==> src/rtl/l1a_bxn_reader_pkg.sv <==
// Shared types and constants for the L1A bunch-crossing FIFO read side.
package l1a_bxn_pkg;

  localparam int unsigned BXN_W = 12;
  localparam logic [BXN_W-1:0] MISSING_BXN = 12'hFFF;
  localparam logic [BXN_W-1:0] BXN_MAX     = 12'd3563;

  typedef enum logic [2:0] {
    IDLE = 3'd0,
    WAIT = 3'd1,
    POP  = 3'd2,
    CAPT = 3'd3,
    HOLD = 3'd4
  } state_t;

endpackage

==> src/rtl/l1a_bxn_reader_if.sv <==
// Valid/ack handshake carrying one BXN to the DAQ header builder.
interface l1a_bxn_reader_if;
  import l1a_bxn_pkg::*;

  logic [BXN_W-1:0] bxn_out;
  logic             bxn_valid;
  logic             bxn_missing;
  logic             bxn_ack;

  modport master (output bxn_out, output bxn_valid, output bxn_missing, input bxn_ack);
  modport slave  (input bxn_out, input bxn_valid, input bxn_missing, output bxn_ack);

endinterface

==> src/rtl/l1a_bxn_reader_req_counter.sv <==
// Saturating up/down count of outstanding readout requests with sticky overflow.
module l1a_req_counter #(
  parameter int unsigned PEND_W = 4
) (
  input  logic              clk,
  input  logic              reset_n,
  input  logic              inc,
  input  logic              dec,
  output logic [PEND_W-1:0] count,
  output logic              ovf
);

  localparam logic [PEND_W-1:0] CNT_MAX = '1;

  // Simultaneous inc and dec cancel; a saturated increment is dropped and flagged.
  always_ff @(posedge clk or negedge reset_n) begin
    if (!reset_n) begin
      count <= '0;
      ovf   <= 1'b0;
    end else if (inc && !dec) begin
      if (count == CNT_MAX) ovf <= 1'b1;
      else                  count <= count + PEND_W'(1);
    end else if (dec && !inc && (count != '0)) begin
      count <= count - PEND_W'(1);
    end
  end

endmodule

==> src/rtl/l1a_bxn_reader.sv <==
// Pops one BXN per readout request and hands it to the header builder,
// substituting MISSING_BXN on timeout. Optional range check: L1A_BXN_CHECK_EN.
module l1a_bxn_reader
  import l1a_bxn_pkg::*;
#(
  parameter int unsigned TIMEOUT = 16,
  parameter int unsigned PEND_W  = 4
) (
  input  logic             clk,
  input  logic             reset_n,
  input  logic             rd_req,
  input  logic [BXN_W-1:0] fifo_dout,
  input  logic             fifo_empty,
  output logic             fifo_ren,
  l1a_bxn_reader_if.master bxn,
  output logic             pend_ovf
`ifdef L1A_BXN_CHECK_EN
  ,
  output logic             bxn_range_err
`endif
);

  localparam int unsigned TMR_W = 8;
  localparam logic [TMR_W-1:0] TMR_LAST = TMR_W'(TIMEOUT - 1);

  state_t             state, state_d;
  logic [TMR_W-1:0]   timer, timer_d;
  logic [PEND_W-1:0]  pending;
  logic               dec;
  logic               ren_d;
  logic [BXN_W-1:0]   bxn_out_q, bxn_out_d;
  logic               valid_q, valid_d;
  logic               missing_q, missing_d;

  l1a_req_counter #(.PEND_W(PEND_W)) u_req_counter (
    .clk     (clk),
    .reset_n (reset_n),
    .inc     (rd_req),
    .dec     (dec),
    .count   (pending),
    .ovf     (pend_ovf)
  );

  always_ff @(posedge clk or negedge reset_n) begin
    if (!reset_n) begin
      state     <= IDLE;
      timer     <= '0;
      fifo_ren  <= 1'b0;
      bxn_out_q <= '0;
      valid_q   <= 1'b0;
      missing_q <= 1'b0;
    end else begin
      state     <= state_d;
      timer     <= timer_d;
      fifo_ren  <= ren_d;
      bxn_out_q <= bxn_out_d;
      valid_q   <= valid_d;
      missing_q <= missing_d;
    end
  end

  // Next state; an arrival on the final WAIT cycle still wins over the timeout.
  always_comb begin
    state_d   = state;
    timer_d   = timer;
    dec       = 1'b0;
    bxn_out_d = bxn_out_q;
    valid_d   = valid_q;
    missing_d = missing_q;
    unique case (state)
      IDLE: begin
        if (pending != '0) begin
          if (!fifo_empty) begin
            state_d = POP;
          end else begin
            state_d = WAIT;
            timer_d = '0;
          end
        end
      end
      WAIT: begin
        if (!fifo_empty) begin
          state_d = POP;
        end else if (timer == TMR_LAST) begin
          bxn_out_d = MISSING_BXN;
          valid_d   = 1'b1;
          missing_d = 1'b1;
          dec       = 1'b1;
          state_d   = HOLD;
        end else begin
          timer_d = timer + TMR_W'(1);
        end
      end
      POP: begin
        dec     = 1'b1;
        state_d = CAPT;
      end
      CAPT: begin
        bxn_out_d = fifo_dout;
        valid_d   = 1'b1;
        missing_d = 1'b0;
        state_d   = HOLD;
      end
      HOLD: begin
        if (bxn.bxn_ack) begin
          valid_d   = 1'b0;
          missing_d = 1'b0;
          state_d   = IDLE;
        end
      end
      default: state_d = IDLE;
    endcase
    ren_d = (state_d == POP);
  end

  assign bxn.bxn_out     = bxn_out_q;
  assign bxn.bxn_valid   = valid_q;
  assign bxn.bxn_missing = missing_q;

`ifdef L1A_BXN_CHECK_EN
  // Out-of-range captures are flagged but forwarded untouched.
  always_ff @(posedge clk or negedge reset_n) begin
    if (!reset_n) begin
      bxn_range_err <= 1'b0;
    end else if ((state == CAPT) && (fifo_dout > BXN_MAX)) begin
      bxn_range_err <= 1'b1;
    end
  end
`endif

endmodule
==> src/flat_wrapper.sv <==
// flat-port wrapper written by rule: the top's interface ports become plain ports
module l1a_bxn_reader_flat import l1a_bxn_pkg::*;
#(
  parameter int unsigned TIMEOUT = 16,
  parameter int unsigned PEND_W  = 4
)
  (clk, reset_n, rd_req, fifo_dout, fifo_empty, fifo_ren, pend_ovf, bxn_bxn_out, bxn_bxn_valid, bxn_bxn_missing, bxn_bxn_ack);
  l1a_bxn_reader_if bxn_i ();
  input  logic clk;
  input  logic reset_n;
  input  logic rd_req;
  input  logic [BXN_W-1:0] fifo_dout;
  input  logic fifo_empty;
  output logic fifo_ren;
  output logic pend_ovf;
  output wire logic [$bits(bxn_i.bxn_out)-1:0] bxn_bxn_out;
  output wire logic [$bits(bxn_i.bxn_valid)-1:0] bxn_bxn_valid;
  output wire logic [$bits(bxn_i.bxn_missing)-1:0] bxn_bxn_missing;
  input wire logic [$bits(bxn_i.bxn_ack)-1:0] bxn_bxn_ack;
  assign bxn_bxn_out = bxn_i.bxn_out;
  assign bxn_bxn_valid = bxn_i.bxn_valid;
  assign bxn_bxn_missing = bxn_i.bxn_missing;
  assign bxn_i.bxn_ack = bxn_bxn_ack;
  l1a_bxn_reader #(.TIMEOUT(TIMEOUT), .PEND_W(PEND_W)) u_core (.clk(clk), .reset_n(reset_n), .rd_req(rd_req), .fifo_dout(fifo_dout), .fifo_empty(fifo_empty), .fifo_ren(fifo_ren), .bxn(bxn_i), .pend_ovf(pend_ovf));
endmodule
==> config.mk <==
export PLATFORM = sky130hd
export DESIGN_NAME = l1a_bxn_reader_flat
export DESIGN_NICKNAME = d
export VERILOG_FILES = /design/src/rtl/l1a_bxn_reader_pkg.sv /design/src/rtl/l1a_bxn_reader_if.sv /design/src/rtl/l1a_bxn_reader_req_counter.sv /design/src/rtl/l1a_bxn_reader.sv /design/src/flat_wrapper.sv
export SDC_FILE = /design/constraint.sdc
export NUM_CORES = 1
export LEC_CHECK = 0
export ABC_AREA = 0
export CAP_MARGIN = 10
export CORE_MARGIN = 1
export CORE_UTILIZATION = 54
export DETAILED_ROUTE_END_ITERATION = 6
export GPL_ROUTABILITY_DRIVEN = 0
export GPL_TIMING_DRIVEN = 0
export HOLD_SLACK_MARGIN = 0.05
export MAX_ROUTING_LAYER = met4
export PLACE_DENSITY = 0.84
export SYNTH_ARGS = -nofsm -noshare
export SYNTH_HDL_FRONTEND = slang
export SYNTH_SLANG_ARGS = --single-unit
==> constraint.sdc <==
create_clock -name clk -period 4 [get_ports clk]
set_input_delay 1.2 -clock clk [delete_from_list [all_inputs] [get_ports clk]]
set_output_delay 1.2 -clock clk [all_outputs]
set_load 0.03 [all_outputs]
==> flow_metrics.env <==
export IMPL_outcome="finished, final reports clean"
export IMPL_cpMaxStageDelayCell="clkdlybuf4s50_1"
export IMPL_postRouteAntennaNets=0
export IMPL_dp_hpwl_um=2640
export IMPL_p_per_area_nw_per_um2=778
export IMPL_met3_length_um=214
export IMPL_drt_pass1_iter_count=4
export IMPL_postCtsSetupBuffers=0
export IMPL_syn_num_nets=166
export IMPL_place_area_um2=1950
export IMPL_synth_edf_count=0
export IMPL_synth_seq_cells=31
export IMPL_fp_dieH_um=56.1
export IMPL_required_ns=4.25
export IMPL_track_usage_pct=27.1
export IMPL_nets=206
export IMPL_synth_simple_area_share_pct=18.9
export IMPL_vias_per_cell=6.24
export IMPL_numCtsBuffers=5
export IMPL_clock_sinks=31
export IMPL_finClkSkew_ns=0.00740
export IMPL_start_util_pct=57.3
export IMPL_max_freq_ghz=0.307
export IMPL_diodes=0
export IMPL_vias=1348
export IMPL_worstPathMaxFanout=6
export IMPL_wirelength_met1_um=1600
export IMPL_worstSetupPathType="in2reg"
export IMPL_netlist_area_leader_share_pct=49.1
export IMPL_grt_pass1_wl_um=6310
export IMPL_cts_buffer_depth=2
export IMPL_drc_errors=0
export IMPL_leakagePower_nw=0.817
export IMPL_area_growth_pct=27.3
export IMPL_stdcell_area_um2=2010
export IMPL_post_route_period_util_pct=81.4
export IMPL_synthAdderAreaFrac_pct=3.65
export IMPL_routed_top_layer="met4"
export IMPL_syn_area_per_cell_um2=10.9
export IMPL_die_area_um2=3140
export IMPL_arrival_ns=3.51
export IMPL_worstMarginPinSlew_ns=0.644
export IMPL_ys_types=50
export IMPL_path_buf_inv=1
export IMPL_syn_cell_area_um2=1580
export IMPL_path_delay_family="simple AND/OR/NAND/NOR gates"
export IMPL_yosysSeqAreaShare_pct=49.1
export IMPL_crit_chain="clkdlybuf4s50_1, nand4bb_1, o31a_1, nand2_1, ha_1, xnor2_1, or3_1, a31oi_1"
export IMPL_port_buffer_count=32
export IMPL_synth_compound_area_share_pct=21.8
export IMPL_cts_resized=0
export IMPL_worstSetupEndpointType="flip-flop"
export IMPL_max_stage_delay_ns=0.58
export IMPL_synth_main_ff_cell="dfrtp_1"
export IMPL_insertion_delay_ns=0.34
export IMPL_vdd_ir_drop_max_uv=715
export IMPL_slew_violations=0
export IMPL_drv_cap=0
export IMPL_start_kind="input port"
export IMPL_core_um2=2760
export IMPL_drive_above_1_share_pct=9.19
export IMPL_die_w_um=56.1
export IMPL_ioPinCount=33
export IMPL_synthXorXnorAreaFrac_pct=1.11
export IMPL_tns_ns=0
export IMPL_setup_viol=0
export IMPL_finalWirelength_um=3600
export IMPL_synthArstFlopShare_pct=100
export IMPL_htree_num_levels=2
export IMPL_antenna_found_initial=0
export IMPL_hold_viol_final=0
export IMPL_synth_top_family_by_area="compound AO/OA/AOI/OAI gates"
export IMPL_hold_class="reg2reg"
export IMPL_grt_setup_unrepaired="no"
export IMPL_yosys_top_cells_count="31 x dfrtp_1, 12 x o22a_1, 9 x nand2_1"
export IMPL_dr_wl_met2_um=1730
export IMPL_clkTransAtPathRegs_ns=0.10
export IMPL_synth_top_cell_by_area="dfrtp_1"
export IMPL_muxShareOfSynthArea_pct=1.98
export IMPL_grt_max_degree=23
export IMPL_cts_hold_fix_buffers=0
export IMPL_synthTopCellsByArea="dfrtp_1 49%, o22a_1 6.7%, or4_1 3.3%, ha_1 2.4%, nand2_1 2.1%"
export IMPL_grt_pass1_vias=1344
export IMPL_cts_tree="yes"
export IMPL_globalRouteOverflowTotal=0
export IMPL_rrSetupSlack_ns=1.34
export IMPL_max_slew_margin_rel_pct=56.7
export IMPL_ys_warn_count=0
export IMPL_cts_root_buf="clkbuf_4"
export IMPL_num_rows=19
export IMPL_drtIter0Drc=62
export IMPL_syn_inst=145
export IMPL_finalCriticalPeriod_ns=3.26
export IMPL_synth_most_common_cell="dfrtp_1"
export IMPL_drt_wirelength_per_cell_um=16.6
where the power goes:
group	total (mW)	switching, mW	internal, mW
Sequential	0.535	0.0986	0.437
Clock	0.186	0.105	0.0812
Combinational	0.842	0.460	0.382
Total	1.56	0.663	0.900
logic make-up after synthesis:
group           Yosys count
mux                       3
compound gates           44
xor+xnor                  2
flops                    31
fa+ha+maj                 4
buf+inv                  12
simple gates             49
path summary, 6_finish.rpt:
path	endpoint	startpoint	cells past startpoint
max	u_core.u_req_counter.count[2]$_DFFE_PN0P_	fifo_empty	8
min in group asynchronous	u_core.state[0]$_DFF_PN0_	reset_n	1
max in group asynchronous	u_core.bxn.bxn_out[4]$_DFFE_PN0P_	reset_n	2
max reg2reg	u_core.u_req_counter.count[2]$_DFFE_PN0P_	u_core.timer[4]$_DFFE_PN0P_	7
min reg2reg	u_core.bxn.bxn_valid$_DFFE_PN0P_	u_core.bxn.bxn_valid$_DFFE_PN0P_	1
min	u_core.bxn.bxn_valid$_DFFE_PN0P_	u_core.bxn.bxn_valid$_DFFE_PN0P_	1
state kept, by name, indices dropped and copies added, names as in the netlist:
signal                      count
u_core.fifo_ren                 1
u_core.timer                    8
u_core.bxn.bxn_valid            1
u_core.bxn.bxn_out             12
u_core.bxn.bxn_missing          1
u_core.u_req_counter.ovf        1
u_core.state                    3
u_core.u_req_counter.count      4
cell usage in the layout, fill, tap and decap left out, drive strengths merged, types with 2 or more instances in the layout:
master and instances:
a21o 2, nor3b 2, and3 3, o21ai 5
clkbuf 11, buf 4, nand2 9, or3 2
or3b 2, a21oi 2, o22a 12, a21boi 4
nand3 5, ha 3, inv 4, nor4 5
or4 8, dfrtp 31, a31oi 2, o21bai 2
nor2 4, nand4 3, o31ai 5, clkdlybuf4s50 32
mux2i 2
stage by stage:
stage	setup slack, ns	std cells	hold WS (ns)	utilization (%)	total power, mW
after floorplan	1.25	145	0.479	-	1.08
after CTS	0.768	216	0.490	72.9	1.57
after detailed placement	0.419	209	0.469	70.8	1.38
after global placement	0.514	208	0.465	70.3	1.32
final	0.744	216	0.486	72.9	1.56
after global routing	0.568	216	0.501	72.9	1.67
layout make-up:
class,instances,area [um2]
clock inverters,1,5.00
inverters,4,15.0
repair buffers,33,335
flip-flops and latches,31,776
well taps,31,38.8
clock buffers,6,51.3
fillers,207,748
plain buffers,8,40.0
multi-input cells,102,748
routing by layer:
metal  vias to the layer above  track usage [%]
met2                        48             40.6
met4                         0             13.9
met5                         -                -
li1                        638                -
met1                       656             34.4
met3                         6             6.28
Power figures use the tool's default switching activity.
